==> src/rtl/vm1_pkg.sv <==
// Shared types and helpers for the VM1 Qbus DMA mastership controller.
package vm1_pkg;

  typedef enum logic [2:0] {
    IDLE = 3'd0,
    REQ  = 3'd1,
    WAIT = 3'd2,
    OWN  = 3'd3,
    REL  = 3'd4
  } arb_state_e;

  localparam int NREQ_DEF    = 4;
  localparam int GNT_TMO_DEF = 255;

  // Requester indices are carried at a fixed width wide enough for the
  // largest supported requester count.
  localparam int NREQ_MAX = 8;
  localparam int IDX_W    = 3;

  // Round-robin pick: first set bit of req searching upward from ptr+1,
  // wrapping at n. Returns ptr unchanged when nothing is requesting.
  function automatic logic [IDX_W-1:0] rr_pick(input logic [NREQ_MAX-1:0] req,
                                               input logic [IDX_W-1:0]    ptr,
                                               input int                  n);
    logic [IDX_W-1:0] res;
    logic             found;
    int               idx;
    res   = ptr;
    found = 1'b0;
    for (int i = 1; i <= NREQ_MAX; i++) begin
      if (i <= n && !found) begin
        idx = (int'(ptr) + i) % n;
        if (req[idx[IDX_W-1:0]]) begin
          res   = idx[IDX_W-1:0];
          found = 1'b1;
        end
      end
    end
    return res;
  endfunction

endpackage

==> src/rtl/vm1_sync2.sv <==
// Two-flop synchroniser for an asynchronous bus line; resets to 0.
module vm1_sync2 (
  input  logic clk_i,
  input  logic rst_ni,
  input  logic d_i,
  output logic q_o
);

  logic meta_q;
  logic sync_q;

  // Capture the raw line, then let any metastability settle in the second flop.
  always_ff @(posedge clk_i or negedge rst_ni) begin
    if (!rst_ni) begin
      meta_q <= 1'b0;
      sync_q <= 1'b0;
    end else begin
      meta_q <= d_i;
      sync_q <= meta_q;
    end
  end

  assign q_o = sync_q;

endmodule

==> src/rtl/vm1_dma_arb.sv <==
// Qbus DMA bus-mastership controller: round-robin arbitration of local
// requesters and the DMR/DMGI/DMGO/SACK handshake to take the bus.
//
//   state | meaning
//   IDLE  | no local owner; grant-in is passed downstream on bus_dmgo
//   REQ   | DMR asserted for the latched winner, waiting for grant-in
//   WAIT  | grant taken, SACK asserted, previous master still finishing
//   OWN   | winner owns the bus, dev_gnt asserted
//   REL   | SACK dropped, waiting for grant-in to fall before re-arming
module vm1_dma_arb
  import vm1_pkg::*;
#(
  parameter int NREQ    = NREQ_DEF,
  parameter int TMO_W   = 8,
  parameter int GNT_TMO = GNT_TMO_DEF
) (
  input  logic            pin_clk,
  input  logic            pin_dclo_n,
  input  logic [NREQ-1:0] dev_req,
  output logic [NREQ-1:0] dev_gnt,
  output logic            bus_dmr_out,
  input  logic            bus_dmgi,
  output logic            bus_dmgo,
  input  logic            bus_sack_in,
  output logic            bus_sack_out,
  input  logic            bus_sync_in,
  input  logic            bus_rply_in,
  output logic            arb_tmo
);

  // Last cycle of REQ before giving up: REQ lasts exactly GNT_TMO cycles.
  localparam logic [TMO_W-1:0] TMO_LAST = TMO_W'(GNT_TMO - 1);

  arb_state_e       state_q, state_d;
  logic [IDX_W-1:0] winner_q, winner_d;
  logic [IDX_W-1:0] ptr_q, ptr_d;
  logic [TMO_W-1:0] cnt_q, cnt_d;
  logic             tmo_q, tmo_d;
  logic             dmgo_q, dmgo_d;

  logic dmgi_s, sack_s, sync_s, rply_s;
  logic [NREQ_MAX-1:0] req_ext;
  logic win_req;
  logic tmo_hit;

  vm1_sync2 u_sync_dmgi (.clk_i(pin_clk), .rst_ni(pin_dclo_n), .d_i(bus_dmgi),    .q_o(dmgi_s));
  vm1_sync2 u_sync_sack (.clk_i(pin_clk), .rst_ni(pin_dclo_n), .d_i(bus_sack_in), .q_o(sack_s));
  vm1_sync2 u_sync_sync (.clk_i(pin_clk), .rst_ni(pin_dclo_n), .d_i(bus_sync_in), .q_o(sync_s));
  vm1_sync2 u_sync_rply (.clk_i(pin_clk), .rst_ni(pin_dclo_n), .d_i(bus_rply_in), .q_o(rply_s));

  // Widen the request vector so the latched winner index can address it directly.
  always_comb begin
    req_ext = '0;
    req_ext[NREQ-1:0] = dev_req;
  end

  assign win_req = req_ext[winner_q];
  // A grant arriving in the same cycle as the timeout still wins.
  assign tmo_hit = (state_q == REQ) && !dmgi_s && win_req && (cnt_q == TMO_LAST);

  // State register.
  always_ff @(posedge pin_clk or negedge pin_dclo_n) begin
    if (!pin_dclo_n) state_q <= IDLE;
    else             state_q <= state_d;
  end

  // Next-state decode.
  always_comb begin
    state_d = state_q;
    case (state_q)
      IDLE: if (!dmgi_s && (|dev_req)) state_d = REQ;
      REQ: begin
        if (dmgi_s)       state_d = WAIT;
        else if (!win_req) state_d = IDLE;
        else if (tmo_hit)  state_d = IDLE;
      end
      // A requester that withdraws while the old master is still active is
      // released rather than handed a bus it no longer wants.
      WAIT: begin
        if (!win_req)               state_d = REL;
        else if (!sync_s && !rply_s) state_d = OWN;
      end
      OWN:  if (!win_req) state_d = REL;
      REL:  if (!dmgi_s)  state_d = IDLE;
      default: state_d = IDLE;
    endcase
  end

  // Bus and grant outputs decoded from the registered state only.
  always_comb begin
    bus_dmr_out  = (state_q == REQ) || (state_q == WAIT);
    bus_sack_out = (state_q == WAIT) || (state_q == OWN);
    dev_gnt      = '0;
    for (int i = 0; i < NREQ; i++) begin
      dev_gnt[i] = (state_q == OWN) && (winner_q == IDX_W'(i));
    end
  end

  assign bus_dmgo = dmgo_q;
  assign arb_tmo  = tmo_q;

  // Winner latch, round-robin pointer, timeout counter and registered pulses.
  always_comb begin
    winner_d = winner_q;
    if (state_q == IDLE && state_d == REQ) begin
      winner_d = rr_pick(req_ext, ptr_q, NREQ);
    end
    ptr_d  = (state_q == REL) ? winner_q : ptr_q;
    cnt_d  = (state_q == REQ) ? cnt_q + 1'b1 : '0;
    tmo_d  = tmo_hit;
    dmgo_d = (state_q == IDLE) ? dmgi_s : 1'b0;
  end

  // Datapath registers; pointer resets so requester 0 is served first.
  always_ff @(posedge pin_clk or negedge pin_dclo_n) begin
    if (!pin_dclo_n) begin
      winner_q <= '0;
      ptr_q    <= IDX_W'(NREQ - 1);
      cnt_q    <= '0;
      tmo_q    <= 1'b0;
      dmgo_q   <= 1'b0;
    end else begin
      winner_q <= winner_d;
      ptr_q    <= ptr_d;
      cnt_q    <= cnt_d;
      tmo_q    <= tmo_d;
      dmgo_q   <= dmgo_d;
    end
  end

`ifndef SYNTHESIS
  a_gnt_onehot: assert property (@(posedge pin_clk) disable iff (!pin_dclo_n)
    $onehot0(dev_gnt));
  a_gnt_sack: assert property (@(posedge pin_clk) disable iff (!pin_dclo_n)
    (|dev_gnt) |-> bus_sack_out);
  a_dmgo_dmr: assert property (@(posedge pin_clk) disable iff (!pin_dclo_n)
    !(bus_dmgo && bus_dmr_out));
  // Another master holding SACK while we are idle or requesting.
  c_foreign_sack: cover property (@(posedge pin_clk) disable iff (!pin_dclo_n)
    sack_s && (state_q == IDLE || state_q == REQ));
`endif

endmodule
==> config.mk <==
export PLATFORM = sky130hd
export DESIGN_NAME = vm1_dma_arb
export DESIGN_NICKNAME = d
export VERILOG_FILES = /design/src/rtl/vm1_pkg.sv /design/src/rtl/vm1_sync2.sv /design/src/rtl/vm1_dma_arb.sv
export SDC_FILE = /design/constraint.sdc
export NUM_CORES = 1
export LEC_CHECK = 0
export ABC_AREA = 1
export CAP_MARGIN = 0
export CORE_UTILIZATION = 46
export CTS_BUF_LIST = sky130_fd_sc_hd__clkbuf_8
export CTS_CLUSTER_DIAMETER = 40
export CTS_CLUSTER_SIZE = 40
export DETAILED_ROUTE_END_ITERATION = 8
export PLACE_DENSITY = 0.8
export SYNTH_ARGS = -nofsm -noshare
export SYNTH_HDL_FRONTEND = slang
export SYNTH_SLANG_ARGS = --single-unit
==> constraint.sdc <==
create_clock -name pin_clk -period 1.4 [get_ports pin_clk]
set_input_delay 0.28 -clock pin_clk [delete_from_list [all_inputs] [get_ports pin_clk]]
set_output_delay 0.28 -clock pin_clk [all_outputs]
set_load 0.02 [all_outputs]
## Word-level counts from Yosys, hierarchy flattened

Index checks and enable logic that the tools add are counted.

- Register bits after elaboration: 25
- Output and inout port bits: 8
- Bits of input ports: 10

- Reduce and logical (&&, ||, !) cells: 22
- Add/sub/neg operators: 5
- Equality and inequality tests: 9
- Bitwise logic cells: 4
- Muxes and demuxes: 36
- $lt $le $gt $ge: 5

Operators with widths:

| cell | number |
|---|---|
| $mux 3 | 15 |
| $lt 3x4->1 const B | 5 |
| $bmux 1 s3 | 5 |
| $pmux 3 s5 | 1 |
| $mux 1 | 14 |
| $eq 3x2->1 const B | 4 |
| $logic_and 1x1->1 | 10 |
| $eq 3x1->1 const B | 3 |
| $add 8x1->8 const B | 1 |
| $eq 8x8->1 const B | 1 |
| $mux 8 | 1 |
| $reduce_or 2->1 | 4 |
| $logic_not 3->1 | 2 |
| $add 2x1->2 const B | 2 |
| $add 2x2->2 const B | 2 |
| $and 1x1->1 const A | 4 |
| $reduce_or 4->1 | 1 |
| $eq 3x3->1 const B | 1 |
| $logic_not 1->1 | 3 |
| $logic_or 1x1->1 | 2 |

## Logic depth before layout (Yosys ltp)

Gate-level depths: netlist of run 1.

- Word-level depth: 16
- Gate-level depth with buffers: 11
- Gate-level depth less buffers: 10

## By module

Synthesis of run 1 repeated with hierarchy kept, for this count alone.

- Cell total of the unflattened synthesis: 170
- Area total of the unflattened synthesis: 1328.8 µm²

By module, submodules not included:

| module | times used | cells an instance | area an instance (µm²) |
|---|---|---|---|
| vm1_dma_arb | 1 | 164 | 1178.6 |
| vm1_sync2 | 3 | 2 | 50.0 |

## Worst setup path before layout of run 1

No wires, ideal clock.

- Path type: reg-to-output
- From: register state_q[2]
- To: output dev_gnt[0]
- Setup slack: -330 ps
- Arrival time: 1450 ps
- Cell stages (with the launch flop): 6
- Cell sequence: dfrtp_1 -> inv_1 -> nand2_1 -> nor2_1 -> inv_1 -> nor4_1

- Word-level cells in the longest chain between the ends: 2

RTL lines:

| element | line | RTL |
|---|---|---|
| from (decl) | vm1_dma_arb.sv:34 | `arb_state_e state_q, state_d;` |
| from (signal assigned) | vm1_dma_arb.sv:64 | `else state_q <= state_d;` |
| $eq 3x2->1 | vm1_dma_arb.sv:95 | `dev_gnt[i] = (state_q == OWN) && (winner_q == IDX_W'(i));` |
| $logic_and 1x1->1 | vm1_dma_arb.sv:95 |  |
| to (decl) | vm1_dma_arb.sv:20 | `output logic [NREQ-1:0] dev_gnt,` |

No other way between the ends.

## Final worst setup path of run 1

- From: register state_q[2]
- To: output dev_gnt[2]

Same word-level chain as after synthesis.

==> results.toml, run 1 <==
[place]
port_buffers = 16
hpwlAfterDp_mm = 2.27
placed_area_mm2 = 0.00170
place_inst = 219
dp_slack_ns = -0.491
gp_congestion = 0.821

[detailed_routing]
drt_pre_antenna_iters = 4
vias = 1290
viasPerCell = 5.51
wl_per_cell_um = 15.6
drc = 0
antenna_left = 0
routed_wl_mm = 3.65
drt_iter0_drc = 31

[clocking]
clkTransAtPathRegs_ns = 0.08
clk_latency_ns = 0.27
cts_root_buffer = "clkbuf_8"
ctsHtreeMaxLevel = 1
cts_buffers = 3
cts.sinks = 24
max-clock-path-buffers = 2
cts_tree = "yes"

[synth]
synth.most_common_cell = "nand2_1"
syn-instance-count = 156
avgSynthCellArea_um2 = 8.28
synth_top_area_cell = "dfrtp_1"
synth_edf_count = 0
synthFlopType = "dfrtp_1"
async_reset_ff_share_pct = 100
ys_ff_latch = 24
syn_nets = 168
synth_area_mm2 = 0.00129
netlist_top_cells_count = "nand2_1, dfrtp_1, inv_1"
synth_warnings = 0
synth_cell_types = 28
synth_top_cell_area_share_pct = 42.6
synth_area_leaders = "dfrtp_1, nand2_1, dfstp_2, inv_1, nor2_1"
seq_area_frac_synth_pct = 46.7

[status]
status = "finished with violations"
violations = "negative setup slack"

[critical_path]
r2r_start = "ptr_q[0]"
crit_family = "simple AND/OR/NAND/NOR gates"
reg2reg_setup_slack_ns = -0.03
reg2regPathDepth = 10
reg2reg_to = "winner_q[0]"
critPathCaptureType = "output pin"
cpPeakStageDelay_ns = 0.40
crit_chain = "inv_2 -> nand2_4 -> nor2_4 -> inv_2 -> nor4_4 -> buf_4"
crit_path_max_fanout = 2
start_kind = "flop"
critPathKind = "reg -> out"
critical_path.most_common_cell = "inv_2"
critPathBufInv = 3
worstPathArrival_ns = 1.44
required_ns = 1.12
crit_slowest_cell = "dfrtp_1"

[grt]
grt_max_degree = 25
grt_pass1_vias = 1121
antenna_found_initial = 0
grt_pass1_wl_mm = 4.81
grt_usage_pct = 22.9
grt.overflow.total = 0

[pwr]
power_density_mw_per_mm2 = 1940
irDropWorstVdd_mv = 1.83
leakage_nw = 0.922

[timing]
slew_viol_final = 0
slew_headroom_pct = 71.7
tns_ns = -1.43
rsz0062_at_grt = "yes"
fmax_mhz = 581
finClkSkew_ns = 0.00174
period_share_pct = 123
finalSetupViolations = 8
fin_ws_ns = -0.321
fin_crit_ns = 1.72
finalHoldViolations = 0
tightest_slew_ns = 0.425

[cells_and_area]
drive_above_1_share_pct = 49.0
instances_no_fill = 234
nets = 218
final_core_util_pct = 77.3
final_design_area_no_fill_mm2 = 0.00199
area_delta_synth_final_pct = 53.8
diodes = 0

[floorplanning]
core_mm2 = 0.00257
rows = 18
design.die.area_mm2 = 0.00302
die_y_um = 55.0
io_pins = 18
chipWidth_um = 55.0
initial_core_util_pct = 50.3

[run]
maxCapViolations = 0

[hold_path]
hp-class = "in -> async"
==> cell usage in the layout, fill, tap and decap left out, types with 3 or more instances in the layout <==
cell type        netlist  final
nand2_2                7     26
buf_4                  1     26
nand2_1               48     25
dfrtp_1               22     22
nor2_1                12     10
inv_1                 14     10
clkdlybuf4s50_1        0      8
nand4_1                7      7
buf_6                  1      7
inv_2                  3      6
nand2_4                1      5
nor4_4                 1      5
o21ai_0                6      4
nand3_2                0      4
a21oi_1                3      3
nor3_1                 4      3
clkbuf_8               0      3
buf_12                 0      3
==> registers in the layout, summed over array words and instances, names as in the netlist <==
signal and flops:
arb_tmo 1, bus_dmgo 1, cnt_q 8, ptr_q 2
state_q 3, u_sync_dmgi.meta_q 1, u_sync_dmgi.q_o 1, u_sync_rply.meta_q 1
u_sync_rply.q_o 1, u_sync_sync.meta_q 1, u_sync_sync.q_o 1, winner_q 3
==> worst register-to-register path: cells and delay by family (launching register included) <==
family,cells,cell delay [ns]
buf+inv,3,0.23
flops,1,0.60
simple gates,7,0.50
==> power by group <==
group | internal, mW | switching [mW]
logic | 1.09 | 1.37
registers | 0.846 | 0.144
clock network | 0.193 | 0.212
total | 2.13 | 1.73
==> stage by stage <==
| step | power, mW | hold slack, ns |
|---|---|---|
| final | 3.86 | 0.352 |
| after global routing | 4.05 | 0.359 |
| after CTS | 3.24 | 0.356 |
| after detailed placement | 2.72 | 0.339 |
| after global placement | 2.63 | 0.336 |
| after floorplan | 2.05 | -0.0156 |
==> kinds of logic (layout without fill, tap and decap cells) <==
family	count (synthesis)	in the layout	synth area share (%)
buf+inv	20	68	7.07
flops	24	24	46.7
compound gates	12	12	6.40
simple gates	98	98	37.9
fa+ha+maj	2	2	1.94
==> what timing repair did <==
| item | in CTS | in global routing |
|---|---|---|
| cloned | 0 | 1 |
| hold buffers | 0 | 0 |
| setup buffers | 6 | 6 |
| setup endpoints to repair | 9 | 14 |
| endpoints found under the hold margin | 0 | 0 |
| gates resized for setup | 43 | 40 |
| pin swaps | 1 | 18 |
==> routing by layer <==
metal  track usage [%]  vias up  part of all wire (%)
met1              26.9      652                    43
met3              4.10        7                   2.2
met5                 0        -                     0
met2              41.6       27                    54
met4              7.50        0                   1.3
li1                  -      604                     -
==> final cells by class <==
cell class	count	area [um^2]
Inverter	18	75.1
Fill cell	169	582
Clock buffer	3	41.3
Tap cell	30	37.5
Sequential cell	24	603
Multi-Input combinational cell	112	792
Timing Repair Buffer	47	437
==> how the worst max path moves through the flow <==
stage               cells after the start          to  startpoint  slack, ns
floorplan                               5  dev_gnt[2]  state_q[2]      -0.06
global route                            6  dev_gnt[2]  state_q[2]      -0.37
detailed placement                      7  dev_gnt[3]  state_q[2]      -0.49
finish                                  6  dev_gnt[2]  state_q[2]      -0.32
global placement                        7  dev_gnt[1]  state_q[2]      -0.41
CTS                                     7  dev_gnt[3]  state_q[2]      -0.29
Power figures use the tool's default switching activity.
==> inputs of run 2 (changes only) <==
--- a/config.mk
+++ b/config.mk
@@ -13,6 +13,7 @@
 export CTS_CLUSTER_SIZE = 40
 export DETAILED_ROUTE_END_ITERATION = 8
 export PLACE_DENSITY = 0.8
+export RECOVER_POWER = 25
 export SYNTH_ARGS = -nofsm -noshare
 export SYNTH_HDL_FRONTEND = slang
 export SYNTH_SLANG_ARGS = --single-unit
==> results.toml, run 2 (synthesized netlist as in run 1, its figures left out) <==
[clocking]
cts_buffers = 3
cts_tree = "yes"
clk_latency_ns = 0.27
cts_hold_buf = 0
clkTransAtPathRegs_ns = 0.08
cts.sinks = 24
cts_root_buffer = "clkbuf_8"
max-clock-path-buffers = 2
ctsHtreeMaxLevel = 1

[detailed_routing]
antenna_left = 0
routed_wl_mm = 3.66
wl_per_cell_um = 15.6
viasPerCell = 5.50
vias = 1286
drc = 0
drt_pre_antenna_iters = 4
drt_iter0_drc = 31

[grt]
grt_pass1_wl_mm = 4.81
antenna_found_initial = 0
grt_usage_pct = 22.9
grt_max_degree = 25
grt.overflow.total = 0
grt_pass1_vias = 1121

[critical_path]
reg2reg_setup_slack_ns = -0.03
r2r_start = "ptr_q[0]"
start_kind = "flop"
crit_family = "simple AND/OR/NAND/NOR gates"
worstPathArrival_ns = 1.44
crit_slowest_cell = "dfrtp_1"
crit_chain = "inv_2 -> nand2_4 -> nor2_4 -> inv_2 -> nor4_4 -> buf_4"
required_ns = 1.12
critPathBufInv = 3
crit_path_max_fanout = 2
critPathKind = "reg -> out"
critPathCaptureType = "output pin"
cpPeakStageDelay_ns = 0.40
critical_path.most_common_cell = "inv_2"
crit_start = "state_q[2]"

[place]
dp_slack_ns = -0.491
hpwlAfterDp_mm = 2.27
gp_congestion = 0.821
placed_area_mm2 = 0.00170
port_buffers = 16

[cells_and_area]
largest_reg_flops = 8
drive_above_1_share_pct = 49.0
fillers = 170
regMostFlops = "cnt_q"
reg_top3 = "cnt_q: 8 flops, state_q: 3 flops, winner_q: 3 flops"
area_delta_synth_final_pct = 52.6
nets = 218
seq_area_um2 = 603
diodes = 0
final_cell_mix = "nand2_2, buf_4, nand2_1, dfrtp_1"
multi_input_area_um2 = 792
final_design_area_no_fill_mm2 = 0.00197

[timing]
finalHoldViolations = 0
fmax_mhz = 581
slew_headroom_pct = 61.8
slew_viol_final = 0
finalSetupViolations = 8
tightest_slew_ns = 0.572
finClkSkew_ns = 0.00174
rsz0062_at_grt = "yes"
fin_ws_ns = -0.321
period_share_pct = 123
fin_crit_ns = 1.72

[floorplanning]
rows = 18
chipWidth_um = 55.0
io_pins = 18
core_mm2 = 0.00257
initial_core_util_pct = 50.3
die_y_um = 55.0
design.die.area_mm2 = 0.00302

[status]
violations = "negative setup slack"
status = "finished with violations"

[pwr]
clockPowerShare_pct = 10.5
sequentialPowerShare_pct = 25.7
intPower_mw = 2.12
sw_frac_of_total_pct = 44.8
pwr-share-comb_pct = 63.8
power.switching_mw = 1.72
power_density_mw_per_mm2 = 1950
irDropWorstVdd_mv = 1.83
leakage_nw = 0.917

[hold_path]
hp-class = "reg -> reg"
hp-start = "u_sync_dmgi.meta_q"

[run]
maxCapViolations = 0
[run 2: cell count changes in the layout (fill, tap and decap cells not counted), sizes merged]
| cell | before | now |
|---|---|---|
| buf | 37 | 36 |
| clkbuf | 3 | 4 |
| clkdlybuf4s50 | 8 | 6 |
| dlygate4sd3 | 0 | 2 |
[run 2: power groups by stage]
stage	registers [mW]	clock network, mW	logic, mW
2_1_floorplan	1.03	0	1.01
3_3_place_gp	0.985	0	1.65
3_5_place_dp	0.994	0	1.72
4_1_cts	0.969	0.403	1.87
5_1_grt	1.01	0.433	2.61
6_report	0.990	0.405	2.45
[run 2: metrics by stage]
| stage | utilization (%) | TNS, ns | hold WS [ns] | total power, mW | std cells |
|---|---|---|---|---|---|
| floorplan | - | -0.0554 | -0.0156 | 2.05 | 156 |
| global placement | 66.3 | -2.78 | 0.336 | 2.63 | 219 |
| detailed placement | 66.3 | -3.26 | 0.339 | 2.72 | 219 |
| CTS | 70.1 | -1.24 | 0.356 | 3.24 | 228 |
| global route | 76.8 | -1.88 | 0.359 | 4.05 | 234 |
| finish | 76.8 | -1.43 | 0.354 | 3.85 | 234 |
[run 2: layout make-up]
cell class | instances | share of cell area, %
Sequential cell | 24 | 30.6
Timing Repair Buffer | 47 | 21.4
Multi-Input combinational cell | 112 | 40.2
Tap cell | 30 | 1.90
Inverter | 18 | 3.81
Clock buffer | 3 | 2.10
[run 2: repair_timing]
item                       in CTS  in global routing
setup endpoints to repair       9                 14
pin swaps                       1                 18
gates cloned                    0                  1
resized for setup              43                 40
setup buffers                   6                  6
[run 2: worst paths after layout]
check,end,cells after the start
setup / recovery,dev_gnt[2],6
max in group asynchronous,ptr_q[0],2
hold reg to reg,u_sync_dmgi.q_o,0
setup reg to reg,winner_q[0],10
hold / removal,u_sync_dmgi.q_o,0
min in group asynchronous,cnt_q[0],2
[run 2: worst reg2reg max path, delay by kind of cell, from the launching register on]
| family | cells | cell delay, ns |
|---|---|---|
| buffers and inverters | 3 | 0.23 |
| flip-flops | 1 | 0.60 |
| AND/OR/NAND/NOR | 7 | 0.50 |
[run 2: per-layer routing]
metal | track usage [%] | wire, um | vias to the layer above
li1 | - | - | 604
met1 | 26.9 | 1570 | 651
met2 | 41.6 | 1960 | 24
met3 | 4.10 | 79 | 7
met4 | 7.50 | 48 | 0
met5 | 0 | 0 | -
